--- src/rtl/phoenix_ni_tx_if.sv ---
// phoenix_ni_tx_if -- host-side and router-side signals of the Phoenix
// network-interface transmitter, bundled in one interface.
//
// Handshake rules:
//   descriptor : transfer on the rising edge where pkt_valid && pkt_ready.
//   payload    : each wr_en edge offers one flit; dropped when fifo_full.
//   link       : a flit transfers on the rising edge where tx && credit_i.
//                Once tx rises it stays high with data_out stable until
//                that transfer happens.
//
// Modports:
//   master : host and router side (drives descriptors, payload and credit)
//   slave  : the transmitter itself
interface phoenix_ni_tx_if #(
  parameter int TAM_FLIT = 16,
  parameter int DEPTH    = 8
);
  localparam int CW = $clog2(DEPTH) + 1;

  logic                pkt_valid;
  logic                pkt_ready;
  logic [TAM_FLIT-1:0] pkt_target;
  logic [TAM_FLIT-1:0] pkt_size;
  logic                wr_en;
  logic [TAM_FLIT-1:0] wr_data;
  logic                fifo_full;
  logic [CW-1:0]       fifo_count;
  logic                overflow;
  logic                busy;
  logic                clock_tx;
  logic                tx;
  logic [TAM_FLIT-1:0] data_out;
  logic                credit_i;

  modport master (
    output pkt_valid, pkt_target, pkt_size, wr_en, wr_data, credit_i,
    input  pkt_ready, fifo_full, fifo_count, overflow, busy, clock_tx,
           tx, data_out
  );

  modport slave (
    input  pkt_valid, pkt_target, pkt_size, wr_en, wr_data, credit_i,
    output pkt_ready, fifo_full, fifo_count, overflow, busy, clock_tx,
           tx, data_out
  );
endinterface

--- src/rtl/phoenix_ni_tx.sv ---
// phoenix_ni_tx -- network-interface transmitter for the router local port.
//
// The host posts a descriptor (target, size) and fills a payload FIFO; the
// block serialises header flit, size flit and `size` payload flits onto the
// router local input with the rx/data_in/credit_o handshake.
//
// Ports:
//   clock        system clock, rising edge
//   reset        asynchronous, active-low reset
//   ni           phoenix_ni_tx_if.slave (descriptor, FIFO write, link side)
//   dbg_state_o  current FSM state (IDLE=0, HEADER=1, SIZE=2, PAYLOAD=3)
module phoenix_ni_tx #(
  parameter int TAM_FLIT = 16,
  parameter int DEPTH    = 8
) (
  input  logic                 clock,
  input  logic                 reset,
  phoenix_ni_tx_if.slave       ni,
  output logic [1:0]           dbg_state_o
);
  localparam int AW = $clog2(DEPTH);
  localparam int CW = AW + 1;

  typedef enum logic [1:0] {
    S_IDLE    = 2'd0,
    S_HEADER  = 2'd1,
    S_SIZE    = 2'd2,
    S_PAYLOAD = 2'd3
  } state_e;

  state_e              state_q, state_d;
  logic [TAM_FLIT-1:0] target_q, target_d;
  logic [TAM_FLIT-1:0] size_q, size_d;
  logic [TAM_FLIT-1:0] remaining_q, remaining_d;
  // Last flit shown on data_out; data_out falls back to it while tx=0.
  logic [TAM_FLIT-1:0] last_q;

  logic [TAM_FLIT-1:0] mem_q [DEPTH];
  logic [AW-1:0]       wr_ptr_q, rd_ptr_q;
  logic [CW-1:0]       count_q;
  logic                overflow_q;

  logic                fifo_empty, fifo_full;
  logic                push, pop;
  logic                tx_c;
  logic [TAM_FLIT-1:0] flit_c;

  assign fifo_empty = (count_q == '0);
  assign fifo_full  = (count_q == CW'(DEPTH));
  // Full is judged on the occupancy at the start of the cycle, so a write
  // while full is dropped even when a pop happens on the same edge.
  assign push       = ni.wr_en && !fifo_full;

  // Next-state and output logic.
  always_comb begin
    state_d     = state_q;
    target_d    = target_q;
    size_d      = size_q;
    remaining_d = remaining_q;
    tx_c        = 1'b0;
    flit_c      = last_q;
    pop         = 1'b0;
    case (state_q)
      S_IDLE: begin
        if (ni.pkt_valid) begin
          target_d = ni.pkt_target;
          size_d   = ni.pkt_size;
          state_d  = S_HEADER;
        end
      end
      S_HEADER: begin
        tx_c   = 1'b1;
        flit_c = target_q;
        if (ni.credit_i) state_d = S_SIZE;
      end
      S_SIZE: begin
        tx_c   = 1'b1;
        flit_c = size_q;
        if (ni.credit_i) begin
          if (size_q == '0) begin
            state_d = S_IDLE;
          end else begin
            remaining_d = size_q;
            state_d     = S_PAYLOAD;
          end
        end
      end
      S_PAYLOAD: begin
        // First-word-fall-through head; an empty FIFO makes a bubble but
        // never ends the packet early.
        tx_c = !fifo_empty;
        if (!fifo_empty) flit_c = mem_q[rd_ptr_q];
        if (tx_c && ni.credit_i) begin
          pop         = 1'b1;
          remaining_d = remaining_q - TAM_FLIT'(1);
          if (remaining_q == TAM_FLIT'(1)) state_d = S_IDLE;
        end
      end
      default: state_d = S_IDLE;
    endcase
  end

  always_ff @(posedge clock or negedge reset) begin
    if (!reset) begin
      state_q     <= S_IDLE;
      target_q    <= '0;
      size_q      <= '0;
      remaining_q <= '0;
      last_q      <= '0;
      wr_ptr_q    <= '0;
      rd_ptr_q    <= '0;
      count_q     <= '0;
      overflow_q  <= 1'b0;
    end else begin
      state_q     <= state_d;
      target_q    <= target_d;
      size_q      <= size_d;
      remaining_q <= remaining_d;
      if (tx_c) last_q <= flit_c;
      if (push) wr_ptr_q <= wr_ptr_q + AW'(1);
      if (pop)  rd_ptr_q <= rd_ptr_q + AW'(1);
      case ({push, pop})
        2'b10:   count_q <= count_q + CW'(1);
        2'b01:   count_q <= count_q - CW'(1);
        default: count_q <= count_q;
      endcase
      if (ni.wr_en && fifo_full) overflow_q <= 1'b1;
    end
  end

  // Storage needs no reset: occupancy and pointers define what is valid.
  always_ff @(posedge clock) begin
    if (push) mem_q[wr_ptr_q] <= ni.wr_data;
  end

  assign ni.pkt_ready  = (state_q == S_IDLE);
  assign ni.busy       = (state_q != S_IDLE);
  assign ni.tx         = tx_c;
  assign ni.data_out   = flit_c;
  assign ni.fifo_full  = fifo_full;
  assign ni.fifo_count = count_q;
  assign ni.overflow   = overflow_q;
  assign ni.clock_tx   = clock;
  assign dbg_state_o   = state_q;
endmodule

--- src/flat_wrapper.sv ---
// flat-port wrapper written by rule: the top's interface ports become plain ports
module phoenix_ni_tx_flat 
#(
  parameter int TAM_FLIT = 16,
  parameter int DEPTH    = 8
)
  (clock, reset, dbg_state_o, ni_pkt_valid, ni_pkt_target, ni_pkt_size, ni_wr_en, ni_wr_data, ni_credit_i, ni_pkt_ready, ni_fifo_full, ni_fifo_count, ni_overflow, ni_busy, ni_clock_tx, ni_tx, ni_data_out);
  phoenix_ni_tx_if #(.TAM_FLIT(TAM_FLIT), .DEPTH(DEPTH)) ni_i ();
  input  logic clock;
  input  logic reset;
  output logic [1:0] dbg_state_o;
  input wire logic [$bits(ni_i.pkt_valid)-1:0] ni_pkt_valid;
  input wire logic [$bits(ni_i.pkt_target)-1:0] ni_pkt_target;
  input wire logic [$bits(ni_i.pkt_size)-1:0] ni_pkt_size;
  input wire logic [$bits(ni_i.wr_en)-1:0] ni_wr_en;
  input wire logic [$bits(ni_i.wr_data)-1:0] ni_wr_data;
  input wire logic [$bits(ni_i.credit_i)-1:0] ni_credit_i;
  output wire logic [$bits(ni_i.pkt_ready)-1:0] ni_pkt_ready;
  output wire logic [$bits(ni_i.fifo_full)-1:0] ni_fifo_full;
  output wire logic [$bits(ni_i.fifo_count)-1:0] ni_fifo_count;
  output wire logic [$bits(ni_i.overflow)-1:0] ni_overflow;
  output wire logic [$bits(ni_i.busy)-1:0] ni_busy;
  output wire logic [$bits(ni_i.clock_tx)-1:0] ni_clock_tx;
  output wire logic [$bits(ni_i.tx)-1:0] ni_tx;
  output wire logic [$bits(ni_i.data_out)-1:0] ni_data_out;
  assign ni_i.pkt_valid = ni_pkt_valid;
  assign ni_i.pkt_target = ni_pkt_target;
  assign ni_i.pkt_size = ni_pkt_size;
  assign ni_i.wr_en = ni_wr_en;
  assign ni_i.wr_data = ni_wr_data;
  assign ni_i.credit_i = ni_credit_i;
  assign ni_pkt_ready = ni_i.pkt_ready;
  assign ni_fifo_full = ni_i.fifo_full;
  assign ni_fifo_count = ni_i.fifo_count;
  assign ni_overflow = ni_i.overflow;
  assign ni_busy = ni_i.busy;
  assign ni_clock_tx = ni_i.clock_tx;
  assign ni_tx = ni_i.tx;
  assign ni_data_out = ni_i.data_out;
  phoenix_ni_tx #(.TAM_FLIT(TAM_FLIT), .DEPTH(DEPTH)) u_core (.clock(clock), .reset(reset), .ni(ni_i), .dbg_state_o(dbg_state_o));
endmodule
--- config.mk ---
export PLATFORM = sky130hd
export DESIGN_NAME = phoenix_ni_tx_flat
export DESIGN_NICKNAME = d
export VERILOG_FILES = /design/src/rtl/phoenix_ni_tx_if.sv /design/src/rtl/phoenix_ni_tx.sv /design/src/flat_wrapper.sv
export SDC_FILE = /design/constraint.sdc
export NUM_CORES = 1
export LEC_CHECK = 0
export CORE_MARGIN = 3
export CORE_UTILIZATION = 29
export DETAILED_ROUTE_END_ITERATION = 12
export PLACE_DENSITY = 0.48
export SYNTH_ARGS = -nofsm -noshare
export SYNTH_HDL_FRONTEND = slang
export SYNTH_SLANG_ARGS = --single-unit
--- constraint.sdc ---
create_clock -name clock -period 3.59 [get_ports clock]
set_clock_uncertainty 0.05 [all_clocks]
set_input_delay 1.077 -clock clock [delete_from_list [all_inputs] [get_ports clock]]
set_output_delay 1.077 -clock clock [all_outputs]
set_load 0.02 [all_outputs]
Word level (Yosys, flattened, before mapping):

Memory sizes are Yosys's and may differ from the RTL's.
Index checks and enable logic that the tools add are counted.

* memories kept: 1
* register bits: 77
* bits of input ports: 53
* RAM bits: 128

Memory list
* u_core.mem_q: words 8, bits a word 16, read ports 1, clocked after memory_dff 0, wr ports 1, line phoenix_ni_tx.sv:38 `logic [TAM_FLIT-1:0] mem_q [DEPTH];`

* reductions and logical operators: 15
* eq/ne operators: 13
* muxes and demuxes: 19
* add/sub/neg operators: 5

Operator list (count)
* 2-to-1 mux 16 bit: 4
* one-hot mux 16 bit (3 select lines): 1
* one-hot mux 16 bit (2 select lines): 1
* equality test 16 x 1 -> 1 bit, second input constant: 1
* logical NOT 16 bit: 1
* subtractor 16 x 1 -> 16 bit, second input constant: 1
* 2-to-1 mux 2 bit: 6
* != test 2 bit, second input constant: 4
* one-hot mux 2 bit (4 select lines): 1
* one-hot mux 4 bit (2 select lines): 1
* adder 3 x 1 -> 3 bit, second input constant: 2
* equality test 2 bit, second input constant: 3
* nonzero test 2 bit: 3
* AND reduction 5 bit: 1
* adder 4 x 1 -> 4 bit, second input constant: 1
* equality test 2 x 1 -> 1 bit, second input constant: 2
* equality test 4 bit, second input constant: 1
* logical NOT 4 bit: 1
* 2-to-1 mux 1 bit: 4
* != test 2 x 1 -> 1 bit, second input constant: 2
* AND reduction 4 bit: 1
* subtractor 4 x 1 -> 4 bit, second input constant: 1
* logical AND 1 bit: 3
* logical NOT 1 bit: 2
* 4 further kinds: 4

Logic depth before layout (Yosys ltp):

* depth after elaboration: 7
* gate-level depth with buffers: 13
* gate-level depth less buffers: 11

==> impl_results.md <==
* Status: finished with violations
* Failing checks: setup timing
* Fillcell total at roughly 3k
* Final Power at around 0.012 W
* Most frequent cells in the layout: edfxtp_1 (128), dfrtp_1 (75), buf_4 (61)
* Unrepaired setup endpoints after global routing: yes
* Via count at 6337
* Vias in the first global route at 6557
* First-pass GRT wire length at 39850 um
* Number of max-cap violations at 0
* Crit path time final at ~3.6 ns
* Commonest non-fill, non-tap cell in the layout: edfxtp_1
* Tightest Pin Transition at 0.7053 ns
* Sequential area share after synthesis at 61.57%
* Clock transition at path regs at 0.05 ns
* Initial DRC Count at 468
* Worst R2R Path Depth at 14
* Die Wd at 185.8 um
* Synthesized Nets at 717
* Setup CP Type: register to primary output
* Row count at 65
* Post-synth top flop: edfxtp_1
* IO buf count at 80
* Initial antenna violation count at 0
* Vias per Instance at about 5.3
* Total wire length at 26270 um
* P&R area growth vs syn at 29.59%
* CP Data Required Time at 2.46 ns
* WHS Path Cells at 1
* Largest net degree at the start of global routing at 50
* Core Area at 0.03172 mm^2
* Synth async-reset ratio at 37.56%
* Max-slew violations at 0
* Router iterations before antenna repair at 7
* Synth Instances at ~650
* Post-CTS Hold Buffers at 0
* Worst-skew pair later-pin latency at 0.64 ns
* LEAKAGE at 4.370 nW
* F_max at between 200 and 300 MHz
* Tcrit/Tclk final at 100.9%
* DR DRC count at 0
* Hold EP: u_core.ni.overflow$_DFFE_PN0P_
* Max rail drop VDD at ~0.43 mV
* Setup slack, reg-to-reg at about 0.62 ns
* R2R Path Start: u_core.dbg_state_o[0]$_DFFE_PN0P_
* Global route overflow at 0
* Drt wl/cell at ~22 um
* Syn Area/Cell at roughly 14 um^2
* Hold path start: u_core.ni.overflow$_DFFE_PN0P_
* Antenna Nets Post-Route at 0
* Layout cells sized above 1 at 31.17%
* Die height at around 190 um
* PnR worst setup slack at -0.03390 ns
* Die area at 0.03451 mm^2
* Placed Area at 0.01094 mm^2
* CP endpoint kind: primary output
* PwrDens at 1005 mW/mm^2
* IO Count at 81
* GR Util All Layers at 15.23%
* Final instance area at 0.01215 mm^2
* Post-DP HPWL at 16870 um
* Post-synth EDFFs at 128
* Final Hold Viols at 0
* Synth Register Bits at 205
* Count of different cell masters after synthesis at 67
* HP Class: register to register
* Max_slew headroom at 52.98%
* DP Worst Slack at 0.01510 ns
* Ys Warns at 0
* Critical path data arrival time at 2.50 ns
* Startpoint types: register
* Core Util, Final at 38.30%
* Final Wtd Congestion at ~0.85
* CTS tree: yes
* Mapped cell area at 0.009373 mm^2
* Critical R2R Capture: u_core.ni.fifo_count[2]$_DFFE_PN0P_
* Starting density of the core at between 20% and 30%
* Crit path max fanout at 11
* Net count, final at 853
* N_diodes at 0
* Setup violations, final at 5
-- worst max-delay path by stage --
stage                                      startpoint                            to  slack (ns)  cells past startpoint
floorplan                                    ni_wr_en  u_core.mem_q[2][0]$_DFFE_PP_        0.37                      3
global placement    u_core.dbg_state_o[1]$_DFFE_PN0P_                ni_data_out[4]        0.05                      8
detailed placement  u_core.dbg_state_o[1]$_DFFE_PN0P_                ni_data_out[4]        0.02                      8
CTS                    u_core.rd_ptr_q[0]$_DFFE_PN0P_                ni_data_out[9]       -0.11                      8
global route           u_core.rd_ptr_q[0]$_DFFE_PN0P_                ni_data_out[9]       -0.12                      7
finish              u_core.dbg_state_o[1]$_DFFE_PN0P_                ni_data_out[9]       -0.03                      8
-- through the flow --
| step | std cells | hold WS [ns] | TNS (ns) |
|---|---|---|---|
| floorplan | 653 | 0.4305 | 0 |
| global placement | 1144 | 0.3866 | 0 |
| detailed placement | 1144 | 0.3991 | 0 |
| CTS | 1200 | 0.4122 | -0.6861 |
| global route | 1204 | 0.4202 | -1.413 |
| finish | 1204 | 0.4091 | -0.07469 |
-- what timing repair did --
action                     CTS  global route
setup endpoints to repair   21            17
gates resized for setup    115            23
buffers inserted            10             5
cloned                       4             0
pin swaps                   13            10
-- per-layer routing --
layer | vias to the layer above | global-route usage (%) | wire, um
li1 | 2857 | - | -
met1 | 3242 | 20.41 | 11570
met2 | 190 | 24.99 | 12560
met3 | 48 | 2.775 | 1301
met4 | 0 | 5.302 | 834
met5 | - | 0 | 0
-- power breakdown --
group	switching, W	internal, W	leakage, nW	total (W)
logic	0.00302	0.00277	1.90	0.00579
clock network	0.000998	0.00154	0.408	0.00253
registers	0.000686	0.00320	2.06	0.00388
total	0.00471	0.00751	4.37	0.0122
-- registers in the layout (all words and copies together), names as in the netlist --
name	flops
u_core.mem_q	128
u_core.last_q	16
u_core.remaining_q	16
u_core.size_q	16
u_core.target_q	16
u_core.ni.fifo_count	4
u_core.rd_ptr_q	3
u_core.wr_ptr_q	3
u_core.dbg_state_o	2
u_core.ni.overflow	1
-- area by class of cell --
type	count	area [um^2]	share of cell area, %
Clock inverter	10	120.1	0.9889
Sequential cell	205	5773	47.53
Tap cell	402	503.0	4.141
Multi-Input combinational cell	387	3507	28.87
Inverter	20	75.07	0.6180
Timing Repair Buffer	147	1455	11.98
Clock buffer	33	713.2	5.871
-- critical path, stage by stage (launching register included) --
cell and delay (ns):
dfrtp_2 0.45, inv_2 0.13, ha_4 0.24, buf_4 0.21, a221oi_2 0.06, a21oi_1 0.18
o22ai_1 0.12, a41oi_2 0.28, buf_4 0.20
-- Yosys cell counts, types with 11 or more instances --
library cell  count  area (um^2)
a221o_1          17        170.2
mux2_2           34        382.9
buf_2            12        60.06
ha_1             11        137.6
dfrtp_1          77         1927
edfxtp_1        128         3844
nand2_1          35        131.4
a41oi_1          15        131.4
o21ai_0          21        105.1
inv_1            19        71.32
a21oi_1          46        230.2
mux4_2           32        720.7
nor2_1           28        105.1
clkbuf_1         15        56.30
-- logic make-up (layout without fill, tap and decap cells) --
| group | count (synthesis) | after routing | synth area share, % |
|---|---|---|---|
| XOR/XNOR | 9 | 9 | 0.8409 |
| multiplexers | 75 | 75 | 12.74 |
| flip-flops | 205 | 205 | 61.57 |
| AND/OR/NAND/NOR | 131 | 133 | 7.823 |
| adder cells (fa/ha/maj) | 11 | 11 | 1.468 |
| AO/OA/AOI/OAI | 159 | 159 | 12.15 |
| buffers and inverters | 63 | 210 | 3.417 |
Note: power is estimated with default switching activity, not from simulation.
